**config.mk**
```make
export PLATFORM = sky130hd
export DESIGN_NAME = ew_update_sched_flat
export DESIGN_NICKNAME = d
export VERILOG_FILES = /design/src/rtl/ew_update_sched_if.sv /design/src/rtl/ew_update_sched.sv /design/src/flat_wrapper.sv
export SDC_FILE = /design/constraint.sdc
export NUM_CORES = 1
export LEC_CHECK = 0
export ABC_AREA = 1
export CAP_MARGIN = 20
export CORE_AREA = 2 2 221 223
export DETAILED_ROUTE_END_ITERATION = 12
export DIE_AREA = 0 0 223 225
export SETUP_SLACK_MARGIN = 0.5
export SLEW_MARGIN = 15
export SYNTH_ARGS = -nofsm -noshare
export SYNTH_HDL_FRONTEND = slang
export SYNTH_SLANG_ARGS = --single-unit
```
**constraint.sdc**
```tcl
create_clock -name clk -period 6.1 [get_ports clk]
set_clock_uncertainty 0.2 [all_clocks]
set_input_delay 0.915 -clock clk [delete_from_list [all_inputs] [get_ports clk]]
set_output_delay 0.915 -clock clk [all_outputs]
set_load 0.03 [all_outputs]
```
**src/rtl/ew_update_sched_if.sv**
```systemverilog
// Bus bundle between the requesters, the EMA update stage and the scheduler.
// Carries the per-requester tile request, the issue port to the update stage,
// the s_new result port from the update stage and the per-requester response.
// slave : scheduler view.
// master: environment view (requesters plus update stage).
interface ew_update_sched_if #(
  parameter int unsigned N_REQ     = 2,
  parameter int unsigned TILE_SIZE = 4,
  parameter int unsigned W         = 16,
  parameter int unsigned S_ADDR_W  = 10
);
  localparam int unsigned TILE_W = TILE_SIZE * W;

  logic [N_REQ-1:0]        req_valid;
  logic [N_REQ-1:0]        req_ready;
  logic [N_REQ*TILE_W-1:0] req_lam;
  logic [N_REQ*TILE_W-1:0] req_u;

  logic                    upd_valid;
  logic                    upd_ready;
  logic [TILE_W-1:0]       upd_lam;
  logic [TILE_W-1:0]       upd_u;
  logic [S_ADDR_W-1:0]     upd_addr;

  logic                    res_valid;
  logic                    res_ready;
  logic [TILE_W-1:0]       res_s;

  logic [N_REQ-1:0]        rsp_valid;
  logic [N_REQ-1:0]        rsp_ready;
  logic [TILE_W-1:0]       rsp_s;

  modport slave (
    input  req_valid, req_lam, req_u, upd_ready, res_valid, res_s, rsp_ready,
    output req_ready, upd_valid, upd_lam, upd_u, upd_addr, res_ready, rsp_valid, rsp_s
  );

  modport master (
    output req_valid, req_lam, req_u, upd_ready, res_valid, res_s, rsp_ready,
    input  req_ready, upd_valid, upd_lam, upd_u, upd_addr, res_ready, rsp_valid, rsp_s
  );
endinterface

```
**src/rtl/ew_update_sched.sv**
```systemverilog
// Round-robin scheduler sharing one EMA update stage between N_REQ requesters.
// Generates per-requester state addresses, tracks tile/timestep counters, tags
// each issued tile with its requester ID and routes results back in order.
// Ports:
//   clk, rst_n  : clock, asynchronous active-low reset
//   bus         : request / issue / result / response bundle (slave view)
//   cfg_clear   : level request to clear counters and RR pointer after drain
//   step_done   : per-requester one-cycle pulse on timestep completion
//   step_cnt    : packed per-requester completed-timestep counters
//   busy        : issue register or in-flight ID FIFO occupied
module ew_update_sched #(
  parameter int unsigned TILE_SIZE      = 4,
  parameter int unsigned W              = 16,
  parameter int unsigned S_ADDR_W       = 10,
  parameter int unsigned N_REQ          = 2,
  parameter int unsigned TILES_PER_STEP = 16,
  parameter int unsigned STEP_W         = 16,
  parameter int unsigned OUTSTANDING    = 4
) (
  input  logic                    clk,
  input  logic                    rst_n,
  ew_update_sched_if.slave        bus,
  input  logic                    cfg_clear,
  output logic [N_REQ-1:0]        step_done,
  output logic [N_REQ*STEP_W-1:0] step_cnt,
  output logic                    busy
);
  localparam int unsigned TILE_W = TILE_SIZE * W;
  localparam int unsigned ID_W   = (N_REQ > 1) ? $clog2(N_REQ) : 1;
  localparam int unsigned CNT_W  = (TILES_PER_STEP > 1) ? $clog2(TILES_PER_STEP) : 1;
  localparam int unsigned PTR_W  = (OUTSTANDING > 1) ? $clog2(OUTSTANDING) : 1;
  localparam int unsigned OCC_W  = PTR_W + 1;
  localparam int unsigned DEPTH  = 1 << PTR_W;

  logic [ID_W-1:0]     r_rr;
  logic [CNT_W-1:0]    r_tile_cnt [N_REQ];
  logic [STEP_W-1:0]   r_step_cnt [N_REQ];
  logic [N_REQ-1:0]    r_step_done;

  logic                r_upd_valid;
  logic [TILE_W-1:0]   r_upd_lam;
  logic [TILE_W-1:0]   r_upd_u;
  logic [S_ADDR_W-1:0] r_upd_addr;

  logic [ID_W-1:0]     r_fifo [DEPTH];
  logic [PTR_W-1:0]    r_wr_ptr;
  logic [PTR_W-1:0]    r_rd_ptr;
  logic [OCC_W-1:0]    r_occ;

  logic                w_gnt_vld;
  logic [ID_W-1:0]     w_gnt;
  logic [31:0]         w_scan;
  logic                w_empty;
  logic                w_full_blk;
  logic                w_load;
  logic                w_push;
  logic                w_pop;
  logic [ID_W-1:0]     w_head;
  logic                w_res_ready;
  logic                w_clear_go;
  logic [ID_W-1:0]     w_rr_nxt;
  logic [S_ADDR_W-1:0] w_addr;

  // Round-robin grant: first valid requester at or after the RR pointer.
  always_comb begin
    w_gnt_vld = 1'b0;
    w_gnt     = '0;
    w_scan    = '0;
    for (int i = 0; i < N_REQ; i++) begin
      w_scan = (32'(r_rr) + 32'(i)) % N_REQ;
      if (!w_gnt_vld && bus.req_valid[ID_W'(w_scan)]) begin
        w_gnt_vld = 1'b1;
        w_gnt     = ID_W'(w_scan);
      end
    end
  end

  assign w_empty     = (r_occ == '0);
  assign w_head      = r_fifo[r_rd_ptr];
  assign w_res_ready = !w_empty && bus.rsp_ready[w_head];
  assign w_pop       = bus.res_valid && w_res_ready;
  // A pop in the same cycle frees the slot, so a full FIFO may still accept.
  assign w_full_blk  = (r_occ == OCC_W'(OUTSTANDING)) && !w_pop;
  assign w_load      = (!r_upd_valid || bus.upd_ready) && !w_full_blk && !cfg_clear;
  assign w_push      = w_load && w_gnt_vld;
  assign w_clear_go  = cfg_clear && !r_upd_valid && w_empty;
  assign w_rr_nxt    = (w_gnt == ID_W'(N_REQ - 1)) ? '0 : w_gnt + ID_W'(1);
  assign w_addr      = S_ADDR_W'(32'(w_gnt) * TILES_PER_STEP + 32'(r_tile_cnt[w_gnt]));

  // One-hot accept toward the granted requester and response toward the head ID.
  always_comb begin
    bus.req_ready = '0;
    bus.rsp_valid = '0;
    if (w_push) bus.req_ready[w_gnt] = 1'b1;
    if (bus.res_valid && !w_empty) bus.rsp_valid[w_head] = 1'b1;
  end

  assign bus.res_ready = w_res_ready;
  assign bus.rsp_s     = bus.res_s;
  assign bus.upd_valid = r_upd_valid;
  assign bus.upd_lam   = r_upd_lam;
  assign bus.upd_u     = r_upd_u;
  assign bus.upd_addr  = r_upd_addr;
  assign busy          = r_upd_valid || !w_empty;
  assign step_done     = r_step_done;

  always_comb begin
    step_cnt = '0;
    for (int r = 0; r < N_REQ; r++) step_cnt[r*STEP_W +: STEP_W] = r_step_cnt[r];
  end

  // Issue register toward the update stage.
  always_ff @(posedge clk or negedge rst_n) begin
    if (!rst_n) begin
      r_upd_valid <= 1'b0;
      r_upd_lam   <= '0;
      r_upd_u     <= '0;
      r_upd_addr  <= '0;
    end else if (w_push) begin
      r_upd_valid <= 1'b1;
      r_upd_lam   <= bus.req_lam[32'(w_gnt)*TILE_W +: TILE_W];
      r_upd_u     <= bus.req_u[32'(w_gnt)*TILE_W +: TILE_W];
      r_upd_addr  <= w_addr;
    end else if (bus.upd_ready) begin
      r_upd_valid <= 1'b0;
    end
  end

  // In-flight requester-ID FIFO.
  always_ff @(posedge clk or negedge rst_n) begin
    if (!rst_n) begin
      for (int i = 0; i < DEPTH; i++) r_fifo[i] <= '0;
      r_wr_ptr <= '0;
      r_rd_ptr <= '0;
      r_occ    <= '0;
    end else begin
      if (w_push) begin
        r_fifo[r_wr_ptr] <= w_gnt;
        r_wr_ptr         <= r_wr_ptr + PTR_W'(1);
      end
      if (w_pop) r_rd_ptr <= r_rd_ptr + PTR_W'(1);
      if (w_push && !w_pop)      r_occ <= r_occ + OCC_W'(1);
      else if (!w_push && w_pop) r_occ <= r_occ - OCC_W'(1);
    end
  end

  // RR pointer, tile/timestep counters and drained clear.
  always_ff @(posedge clk or negedge rst_n) begin
    if (!rst_n) begin
      r_rr        <= '0;
      r_step_done <= '0;
      for (int r = 0; r < N_REQ; r++) begin
        r_tile_cnt[r] <= '0;
        r_step_cnt[r] <= '0;
      end
    end else begin
      r_step_done <= '0;
      if (w_clear_go) begin
        r_rr <= '0;
        for (int r = 0; r < N_REQ; r++) begin
          r_tile_cnt[r] <= '0;
          r_step_cnt[r] <= '0;
        end
      end else if (w_push) begin
        r_rr <= w_rr_nxt;
        if (r_tile_cnt[w_gnt] == CNT_W'(TILES_PER_STEP - 1)) begin
          r_tile_cnt[w_gnt]  <= '0;
          r_step_cnt[w_gnt]  <= r_step_cnt[w_gnt] + STEP_W'(1);
          r_step_done[w_gnt] <= 1'b1;
        end else begin
          r_tile_cnt[w_gnt] <= r_tile_cnt[w_gnt] + CNT_W'(1);
        end
      end
    end
  end

  // A result with no tagged tile outstanding has no owner.
  a_res_has_owner: assert property (@(posedge clk) disable iff (!rst_n)
    !(bus.res_valid && w_empty));

endmodule

```
**src/flat_wrapper.sv**
```systemverilog
// flat-port wrapper written by rule: the top's interface ports become plain ports
module ew_update_sched_flat 
#(
  parameter int unsigned TILE_SIZE      = 4,
  parameter int unsigned W              = 16,
  parameter int unsigned S_ADDR_W       = 10,
  parameter int unsigned N_REQ          = 2,
  parameter int unsigned TILES_PER_STEP = 16,
  parameter int unsigned STEP_W         = 16,
  parameter int unsigned OUTSTANDING    = 4
)
  (clk, rst_n, cfg_clear, step_done, step_cnt, busy, bus_req_valid, bus_req_lam, bus_req_u, bus_upd_ready, bus_res_valid, bus_res_s, bus_rsp_ready, bus_req_ready, bus_upd_valid, bus_upd_lam, bus_upd_u, bus_upd_addr, bus_res_ready, bus_rsp_valid, bus_rsp_s);
  ew_update_sched_if #(.N_REQ(N_REQ), .TILE_SIZE(TILE_SIZE), .W(W), .S_ADDR_W(S_ADDR_W)) bus_i ();
  input  logic clk;
  input  logic rst_n;
  input  logic cfg_clear;
  output logic [N_REQ-1:0] step_done;
  output logic [N_REQ*STEP_W-1:0] step_cnt;
  output logic busy;
  input wire logic [$bits(bus_i.req_valid)-1:0] bus_req_valid;
  input wire logic [$bits(bus_i.req_lam)-1:0] bus_req_lam;
  input wire logic [$bits(bus_i.req_u)-1:0] bus_req_u;
  input wire logic [$bits(bus_i.upd_ready)-1:0] bus_upd_ready;
  input wire logic [$bits(bus_i.res_valid)-1:0] bus_res_valid;
  input wire logic [$bits(bus_i.res_s)-1:0] bus_res_s;
  input wire logic [$bits(bus_i.rsp_ready)-1:0] bus_rsp_ready;
  output wire logic [$bits(bus_i.req_ready)-1:0] bus_req_ready;
  output wire logic [$bits(bus_i.upd_valid)-1:0] bus_upd_valid;
  output wire logic [$bits(bus_i.upd_lam)-1:0] bus_upd_lam;
  output wire logic [$bits(bus_i.upd_u)-1:0] bus_upd_u;
  output wire logic [$bits(bus_i.upd_addr)-1:0] bus_upd_addr;
  output wire logic [$bits(bus_i.res_ready)-1:0] bus_res_ready;
  output wire logic [$bits(bus_i.rsp_valid)-1:0] bus_rsp_valid;
  output wire logic [$bits(bus_i.rsp_s)-1:0] bus_rsp_s;
  assign bus_i.req_valid = bus_req_valid;
  assign bus_i.req_lam = bus_req_lam;
  assign bus_i.req_u = bus_req_u;
  assign bus_i.upd_ready = bus_upd_ready;
  assign bus_i.res_valid = bus_res_valid;
  assign bus_i.res_s = bus_res_s;
  assign bus_i.rsp_ready = bus_rsp_ready;
  assign bus_req_ready = bus_i.req_ready;
  assign bus_upd_valid = bus_i.upd_valid;
  assign bus_upd_lam = bus_i.upd_lam;
  assign bus_upd_u = bus_i.upd_u;
  assign bus_upd_addr = bus_i.upd_addr;
  assign bus_res_ready = bus_i.res_ready;
  assign bus_rsp_valid = bus_i.rsp_valid;
  assign bus_rsp_s = bus_i.rsp_s;
  ew_update_sched #(.TILE_SIZE(TILE_SIZE), .W(W), .S_ADDR_W(S_ADDR_W), .N_REQ(N_REQ), .TILES_PER_STEP(TILES_PER_STEP), .STEP_W(STEP_W), .OUTSTANDING(OUTSTANDING)) u_core (.clk(clk), .rst_n(rst_n), .bus(bus_i), .cfg_clear(cfg_clear), .step_done(step_done), .step_cnt(step_cnt), .busy(busy));
endmodule
```
==> results.md <==
• 431 nW/µm² — PwrDens
• 99 — maximum number of pins on one net before global-route repair
• 28600 µm — detailed placer's ending HPWL
• 80 — number of cell rows
• 4.29 — detailed-route vias per instance
• 0 — cts repair resizes
• 188 — Clock Sinks
• 4.67 ns — Period minus WS final
• 17.4 µm — Routed WL per cell
• 9780 µm² — netlist area before placement
• 0 — number of enable-type register cells in the synthesized netlist
• 36.4% — simple-gate area share of the yosys netlist
• 0 — count of nets left with antenna violations after detail routing
• 9515 — routed via count
• 4 — number of H-tree levels
• 50200 µm² — total die area
• built — CTS tree
• 39.9% — relative slew slack
• output port — kind of capture point of the worst setup path
• u_core.r_rd_ptr[0] — Critical R2R Launch
• 48.1% — share of synthesized area occupied by flip-flops and latches
• bus_req_valid[1] — startpoint of the worst setup timing path
• 14000 µm² — Post-DP Area
• 14600 µm² — final instance area
• 30.8% — end-of-flow core utilization
• 0 — count of synthesis-stage warnings from yosys
• 7 — Pre-Repair DR Iteration Count
• 1.43 ns — least setup slack across all paths after layout
• 0.115% — share of cell area taken by muxes after synthesis
• 0.856 — placer's final routability congestion estimate
• 214 MHz — maximum clock frequency
• 2 — maximum clock insertion buffer count
• 47500 µm² — area of the core
• 0 — final setup fails
• sky130_fd_sc_hd__dfrtp_1 — post-synthesis cell type with the largest combined area
• 4.80% — share of cells above drive strength 1
• 572 — Top Ports
• 4.98 ns — required time at the worst-slack endpoint
• 682 — drt initial violations
• 49.5% — area growth from synthesis to final layout
• 1246 — Syn Inst Count
• 0 ns — final total negative setup slack
• 1.40 ns — minimum setup slack after placement
• 0 — number of buffers added for setup after CTS
• simple AND/OR/NAND/NOR gates — dominant combinational cell family by area after synthesis
• 1927 — Final nets
• 0 — Max Cap Viol
• 76.6% — share of the clock period used by the worst path
• 1.10% — adder-cell share of the synthesized area
• 223 µm — overall die width
• sky130_fd_sc_hd__dfrtp_1, sky130_fd_sc_hd__nand2_1, sky130_fd_sc_hd__nand3_1 — top cells by area, synth
• 0 — number of hold-repair buffers added at the cts stage
• 0 — Final Hold Violating Endpoints
• 1 — number of antenna violations at the first check in global routing
• 48.1% — Yosys top cell area share
• 0 — number of remaining DRC errors
• 0 — Antenna diodes
• input pin to output port — critical path class
• 0 — max-slew violation count
• 15.1% — all-layer global routing usage
• 0.716% — post-synthesis xor/xnor area fraction
• 38700 µm — final WL
• 0.901 ns — slew at the pin closest to its max-slew limit
• 7.85 µm² — average footprint of a synthesized cell
• 0.48 ns — clock latency on the worst-skew pair
• 0.07 ns — clock-pin slew of the registers on the worst-case setup and hold paths
• 3.56 ns — arrival time at the worst endpoint
• 20.6% — initial standard-cell utilization of the core
• 6.53 nW — static leakage power
• 438 — number of port buffers
• input pin to asynchronous set/reset pin — classification of the worst-slack hold path
• 188 — register bit total from synthesis
• 66 — highest fanout seen on the critical path
• 9268 — vias in the first global route
• 100% — async set or reset register ratio after synthesis
• 1.97% — Synth Area in Compound Gates
• 57000 µm — global-route wire length before repair
• 17 — number of buffers created by CTS
• input pin — nature of the critical path startpoint
• sky130_fd_sc_hd__clkbuf_16 — master cell of the clock root buffer
• completed — outcome
• 0.000226 V — Max rail drop VDD
• sky130_fd_sc_hd__dfrtp_1 — Top FF cell, synth
• 0 — overall overflow remaining after global route
• 225 µm — floorplan die height
• false — setup repair after global routing missed its margin
• 34 — distinct cell type count of the synthesized netlist
• 0.253 ns — final hold slack
==> sequential cells by signal (all words and copies together), names as in the netlist, 3 cells and up <==
name	flops
u_core.step_cnt	32
u_core.bus.upd_addr	5
u_core.r_fifo	4
u_core.r_occ	3
u_core.r_tile_cnt	8
u_core.bus.upd_u	64
u_core.bus.upd_lam	64
==> placed cells by master, fill, tap and decap left out, types with 4 or more instances in the layout <==
cell type and count:
sky130_fd_sc_hd__inv_2 4, sky130_fd_sc_hd__nand2_1 591, sky130_fd_sc_hd__nand3_2 4, sky130_fd_sc_hd__ha_1 7, sky130_fd_sc_hd__conb_1 5, sky130_fd_sc_hd__clkdlybuf4s50_1 437, sky130_fd_sc_hd__o21ai_1 20, sky130_fd_sc_hd__nand2_2 11
sky130_fd_sc_hd__clkbuf_8 4, sky130_fd_sc_hd__nand4_1 5, sky130_fd_sc_hd__clkbuf_16 17, sky130_fd_sc_hd__inv_1 34, sky130_fd_sc_hd__buf_4 8, sky130_fd_sc_hd__nor2_4 5, sky130_fd_sc_hd__nand3_1 183, sky130_fd_sc_hd__nor2_1 24
sky130_fd_sc_hd__xor2_1 6, sky130_fd_sc_hd__o21ai_0 15, sky130_fd_sc_hd__dfrtp_1 188, sky130_fd_sc_hd__clkinv_4 4
==> kinds of logic (layout without fill, tap and decap cells) <==
family,count (synthesis),count (layout)
AND/OR/NAND/NOR,837,837
flip-flops,188,188
buffers and inverters,165,518
AO/OA/AOI/OAI,38,38
adder cells (fa/ha/maj),8,8
XOR/XNOR,8,8
other,1,5
multiplexers,1,1
==> layout make-up <==
| class | instances | area [µm²] |
|---|---|---|
| fillers | 5074 | 32900 |
| flip-flops and latches | 188 | 4700 |
| repair buffers | 447 | 4470 |
| multi-input cells | 897 | 3960 |
| well taps | 615 | 769 |
| clock buffers | 21 | 470 |
| inverters | 39 | 146 |
| clock inverters | 11 | 103 |
==> cell usage after synthesis, types with 3 or more instances <==
library cell,number
sky130_fd_sc_hd__buf_2,25
sky130_fd_sc_hd__buf_4,75
sky130_fd_sc_hd__buf_6,25
sky130_fd_sc_hd__dfrtp_1,188
sky130_fd_sc_hd__ha_1,7
sky130_fd_sc_hd__inv_1,34
sky130_fd_sc_hd__inv_2,4
sky130_fd_sc_hd__nand2_1,591
sky130_fd_sc_hd__nand2_2,11
sky130_fd_sc_hd__nand3_1,183
sky130_fd_sc_hd__nand3_2,4
sky130_fd_sc_hd__nand4_1,5
sky130_fd_sc_hd__nor2_1,24
sky130_fd_sc_hd__nor2_2,3
sky130_fd_sc_hd__nor2_4,5
sky130_fd_sc_hd__o21ai_0,15
sky130_fd_sc_hd__o21ai_1,20
sky130_fd_sc_hd__xor2_1,6
==> final timing paths <==
path / depth (start not counted) / slack (ns) / to
min in group clk: 2 / 0.28 / u_core.bus.upd_addr[0]
hold reg to reg: 2 / 0.28 / u_core.bus.upd_addr[0]
hold / removal: 1 / 0.25 / u_core.step_cnt[1]
setup reg to reg: 13 / 2.58 / u_core.bus.upd_u[43]
setup / recovery: 7 / 1.43 / bus_req_ready[0]
max in group asynchronous: 2 / 4.42 / u_core.bus.upd_u[59]
==> worst max-delay path, cell delays in order <==
cell	delay [ns]
sky130_fd_sc_hd__clkdlybuf4s50_1	0.45
sky130_fd_sc_hd__buf_4	0.23
sky130_fd_sc_hd__nor2_1	0.08
sky130_fd_sc_hd__nor3_2	0.33
sky130_fd_sc_hd__nand2_8	0.36
sky130_fd_sc_hd__nor2_8	0.39
sky130_fd_sc_hd__clkdlybuf4s50_1	0.73
==> routing by layer <==
metal / GRT usage (%) / wire [µm] / share of wire (%)
met1: 18.0 / 15900 / 41
met2: 24.7 / 18400 / 48
met3: 5.18 / 3210 / 8.3
met4: 6.69 / 1140 / 2.9
met5: 0 / 13 / 0.034
==> per-stage QoR <==
step	power, mW	std cells
3_5_place_dp	5.22	2186
3_3_place_gp	5.19	2186
4_1_cts	6.42	2218
2_1_floorplan	3.82	1250
6_report	6.30	2218
5_1_grt	6.65	2218
==> power breakdown <==
part | internal (mW) | leakage, nW | switching (mW)
clock network | 0.569 | 0.281 | 0.567
registers | 1.72 | 2.39 | 0.319
logic | 1.24 | 3.86 | 1.89
total | 3.53 | 6.53 | 2.77
Note: power is estimated with default switching activity, not from simulation.
==> variant 1 (same settings) <==
Reset style: synchronous (`rst_n`), changed in 3 clocked blocks. Comments in the files are not updated.
--- a/src/rtl/ew_update_sched.sv
+++ b/src/rtl/ew_update_sched.sv
@@ -110,7 +110,7 @@
   end
 
   // Issue register toward the update stage.
-  always_ff @(posedge clk or negedge rst_n) begin
+  always_ff @(posedge clk) begin
     if (!rst_n) begin
       r_upd_valid <= 1'b0;
       r_upd_lam   <= '0;
@@ -127,7 +127,7 @@
   end
 
   // In-flight requester-ID FIFO.
-  always_ff @(posedge clk or negedge rst_n) begin
+  always_ff @(posedge clk) begin
     if (!rst_n) begin
       for (int i = 0; i < DEPTH; i++) r_fifo[i] <= '0;
       r_wr_ptr <= '0;
@@ -145,7 +145,7 @@
   end
 
   // RR pointer, tile/timestep counters and drained clear.
-  always_ff @(posedge clk or negedge rst_n) begin
+  always_ff @(posedge clk) begin
     if (!rst_n) begin
       r_rr        <= '0;
       r_step_done <= '0;
Check against the original RTL: differs if rst_n is asserted again (counterexample within 4 cycles, from zero or initial values and one cycle with rst_n low); with rst_n held inactive, the same outputs for 4 cycles.
==> variant 1 against the unedited design <==
Cell area rose by 0.56%. Via count up 6.0%. Highest routed layer is now met4. Critical path depth decreased by 1. Area after synthesis hardly changed. Routed wire length fell by 9.0%. Worst setup slack gained 700 ps. Sequential cell count grew 2. Register-to-register slack improved by 250 ps.
Power is not compared: it rests on default switching activity, and its combinational part moved more than twofold at a synthesized area within 25%.
==> variant 1: results <==
{
  "outcome": "complete, no violations",
  "wl_met2_um": 16900,
  "hold_class": "register to register",
  "grt_usage_pct": 13.4,
  "fin_nets": 2114,
  "drt_iter0_markers": 436,
  "cts_root_buffer": "clkbuf_16",
  "numCtsBuffers": 17,
  "peakVddDrop_v": 0.000139,
  "vias_per_cell": 4.19,
  "synth_warnings": 0,
  "hpwl_um": 26400,
  "grt_pass1_vias": 9826,
  "syn_area_per_cell_um2": 6.69,
  "crit_arrival_ps": 2850,
  "wl_met3_um": 2880,
  "firstDrtPassIters": 5,
  "port_buffers": 438,
  "critPathCaptureType": "output port",
  "relSlewSlack_pct": 34.6,
  "path_clk_slew_ps": 60,
  "cts.htree.levels": 4,
  "yosysUniqueCellTypes": 36,
  "grt_pass1_wl_um": 52900,
  "hold_end": "u_core.bus.upd_lam[58]",
  "clk_latency_ps": 460,
  "gp_congestion": 0.872,
  "r2r_cells": 9,
  "synth_edf_count": 41,
  "wl_met1_um": 14600,
  "yosys_most_used_dff": "dfxtp_1",
  "dr.max_layer_used": "met4",
  "grt_max_degree": 99,
  "rr_endpoint": "u_core.bus.upd_u[39]",
  "cpMaxStageDelayCell": "clkdlybuf4s50_1",
  "final_layout_size_suffix_gt1_share_pct": 3.40,
  "crit_path_max_incr_delay_ps": 660,
  "postCtsResizedCells": 0,
  "dpl-instance-area_mm2": 0.0141,
  "antennaDiodeCount": 0,
  "endpoint": "bus_req_ready[1]",
  "r2r_slack_ps": 2830,
  "clockBufferDepth": 2,
  "crit_fanout": 6,
  "synth_commonest_cells": "nand2_1, dfxtp_1, a21oi_1",
  "hold_ws_ps": 262,
  "reg2reg_from": "u_core.r_occ[0]",
  "yosysSeqAreaShare_pct": 43.1,
  "hold_depth": 2,
  "cp-startpoint": "bus_req_valid[1]",
  "fin_cells": 2409,
  "grt_antenna_before_repair": 0,
  "ys_top_cells_by_area": "dfxtp_1, nand2_1, edfxtp_1",
  "wirelength_um": 35200,
  "synthArstFlopShare_pct": 0
}
## variant 1: cell count changes after synthesis, sizes merged, moves of 25 or more
cell / change
dfrtp: -188
nand2: +166
nand3: -166
dfxtp: +149
a21oi: +136
edfxtp: +41
nor2: +36
clkbuf: +28
inv: +25
## variant 1: final cells by class
class | count | area [µm²]
multi-input combinational | 1061 | 4430
timing repair buffer | 447 | 4450
tap | 615 | 769
inverter | 64 | 245
sequential | 190 | 4210
clock inverter | 11 | 129
clock buffer | 21 | 462
fill | 5144 | 32800
## variant 1: kinds of logic (layout without fill, tap and decap cells)
logic type | count (synthesis) | in the layout | share of synthesized area, %
AND/OR/NAND/NOR | 879 | 879 | 35.1
other | 1 | 5 | 0.0384
flip-flops | 190 | 190 | 43.1
buffers and inverters | 215 | 543 | 12.0
adder cells (fa/ha/maj) | 4 | 4 | 0.589
XOR/XNOR | 5 | 5 | 0.448
AO/OA/AOI/OAI | 168 | 168 | 8.73
## variant 1: per-layer routing
metal | global-route usage, % | vias up
met4 | 5.09 | 0
li1 | - | 5098
met1 | 15.4 | 4549
met5 | 0 | -
met3 | 4.28 | 50
met2 | 23.3 | 389
## variant 1: critical path, delay by kind of cell
| family | cells | cell delay, ps |
|---|---|---|
| buffers and inverters | 3 | 1330 |
| AND/OR/NAND/NOR | 3 | 600 |
## variant 1: metrics by stage
stage	setup slack, ps	power [W]
6_report	2130	0.00404
5_1_grt	2020	0.00426
4_1_cts	2120	0.00410
3_5_place_dp	1930	0.00292
3_3_place_gp	1960	0.00291
2_1_floorplan	2780	0.00239
## variant 1: report_power, final
group          switching [W]  total (W)  internal [W]
Combinational       0.000822    0.00136      0.000535
Clock               0.000518    0.00115      0.000633
Sequential         0.0000911    0.00153       0.00144
Total                0.00143    0.00404       0.00261
==> variant 2 (same settings) <==
Without the edit above. `TILES_PER_STEP` is set to 16 in 2 places; all go to 32.
--- a/src/rtl/ew_update_sched.sv
+++ b/src/rtl/ew_update_sched.sv
@@ -13,7 +13,7 @@
   parameter int unsigned W              = 16,
   parameter int unsigned S_ADDR_W       = 10,
   parameter int unsigned N_REQ          = 2,
-  parameter int unsigned TILES_PER_STEP = 16,
+  parameter int unsigned TILES_PER_STEP = 32,
   parameter int unsigned STEP_W         = 16,
   parameter int unsigned OUTSTANDING    = 4
 ) (
--- a/src/flat_wrapper.sv
+++ b/src/flat_wrapper.sv
@@ -5,7 +5,7 @@
   parameter int unsigned W              = 16,
   parameter int unsigned S_ADDR_W       = 10,
   parameter int unsigned N_REQ          = 2,
-  parameter int unsigned TILES_PER_STEP = 16,
+  parameter int unsigned TILES_PER_STEP = 32,
   parameter int unsigned STEP_W         = 16,
   parameter int unsigned OUTSTANDING    = 4
 )
Behaviour: not the same (Yosys sat finds a counterexample within 4 cycles, from zero or initial values and one cycle with rst_n low).
==> variant 2 against the unedited design <==
Clock power rose by 5%. Cell area rose by 1.1%. Sequential cell count rose by 3. Worst setup slack improved by 200 ps. Routed wire length fell by 14%. Count of clock-buffer cells in the layout rose by 2. Highest routed layer unchanged. Sequential share of layout area rose by 0.17 points. Area after synthesis rose by 0.97%. Cell count fell by 0.23%. Power fell by 0.51%.
==> variant 2: results <==
{
  "outcome": "complete, no violations",
  "vias_per_cell": 4.26,
  "crit_arrival_ps": 3360,
  "port_buffers": 439,
  "ys_top_cells_by_area": "dfrtp_1, nand2_1, nand3_1",
  "r2r_slack_ps": 2620,
  "grt_util_met2_pct": 20.6,
  "gp_congestion": 0.839,
  "grt_max_degree": 103,
  "dpl-instance-area_mm2": 0.0142,
  "rr_endpoint": "u_core.bus.upd_lam[0]",
  "synthAdderAreaFrac_pct": 1.22,
  "grt_pass1_wl_um": 50700,
  "synth-xor-area-share_pct": 0.443,
  "fin_cells": 2213,
  "fin_nets": 1924,
  "wl_met3_um": 2850,
  "r2r_cells": 10,
  "reg2reg_from": "u_core.r_occ[0]",
  "synth_compound_area_share_pct": 3.04,
  "wl_met2_um": 15500,
  "drt_iter0_markers": 517,
  "grt_pass1_vias": 9251,
  "firstDrtPassIters": 5,
  "dp_worst_setup_slack_ps": 1430,
  "wl_met1_um": 13800,
  "grt_usage_pct": 13.0,
  "peakVddDrop_v": 0.000198,
  "yosysUniqueCellTypes": 39
}
==> variant 2: logic make-up after synthesis <==
family	Yosys count
mux	1
flops	191
xor+xnor	5
simple gates	806
other cells	1
buf+inv	174
compound gates	54
fa+ha+maj	9
==> variant 2: cell type report <==
type | count | area [µm²]
clock buffers | 23 | 478
clock inverters | 8 | 128
fillers | 4988 | 32800
inverters | 51 | 191
multi-input cells | 879 | 3970
flip-flops and latches | 191 | 4780
well taps | 615 | 769
repair buffers | 446 | 4460
==> variant 2: worst max path at each step <==
stage | from | endpoint | slack, ps | depth (start not counted)
detailed placement | bus_req_valid[1] | u_core.bus.upd_lam[0] | 1430 | 9
CTS | bus_req_valid[1] | bus_req_ready[0] | 1600 | 6
global placement | bus_req_valid[1] | u_core.bus.upd_lam[1] | 1500 | 9
floorplan | bus_req_valid[1] | u_core.step_cnt[25] | 2960 | 16
global route | bus_req_valid[1] | bus_req_ready[0] | 1490 | 6
finish | bus_req_valid[1] | bus_req_ready[0] | 1620 | 6
==> variant 2: report_power, final <==
group | switching (W) | internal (W) | leakage, nW
logic | 0.00179 | 0.00124 | 3.80
clock network | 0.000520 | 0.000677 | 0.290
registers | 0.000302 | 0.00175 | 2.42
==> variant 2: critical path, stage by stage <==
cell             delay [ps]
clkdlybuf4s50_1         700
nor2_1                  110
nor3_2                  340
nand2_8                 330
nor2_4                  200
clkdlybuf4s50_1         710
==> variant 2: per-stage QoR <==
stage / util [%] / hold WS (ps)
2_1_floorplan: - / 253
3_3_place_gp: 29.8 / 272
3_5_place_dp: 29.8 / 274
4_1_cts: 31.1 / 275
5_1_grt: 31.1 / 289
6_report: 31.1 / 248
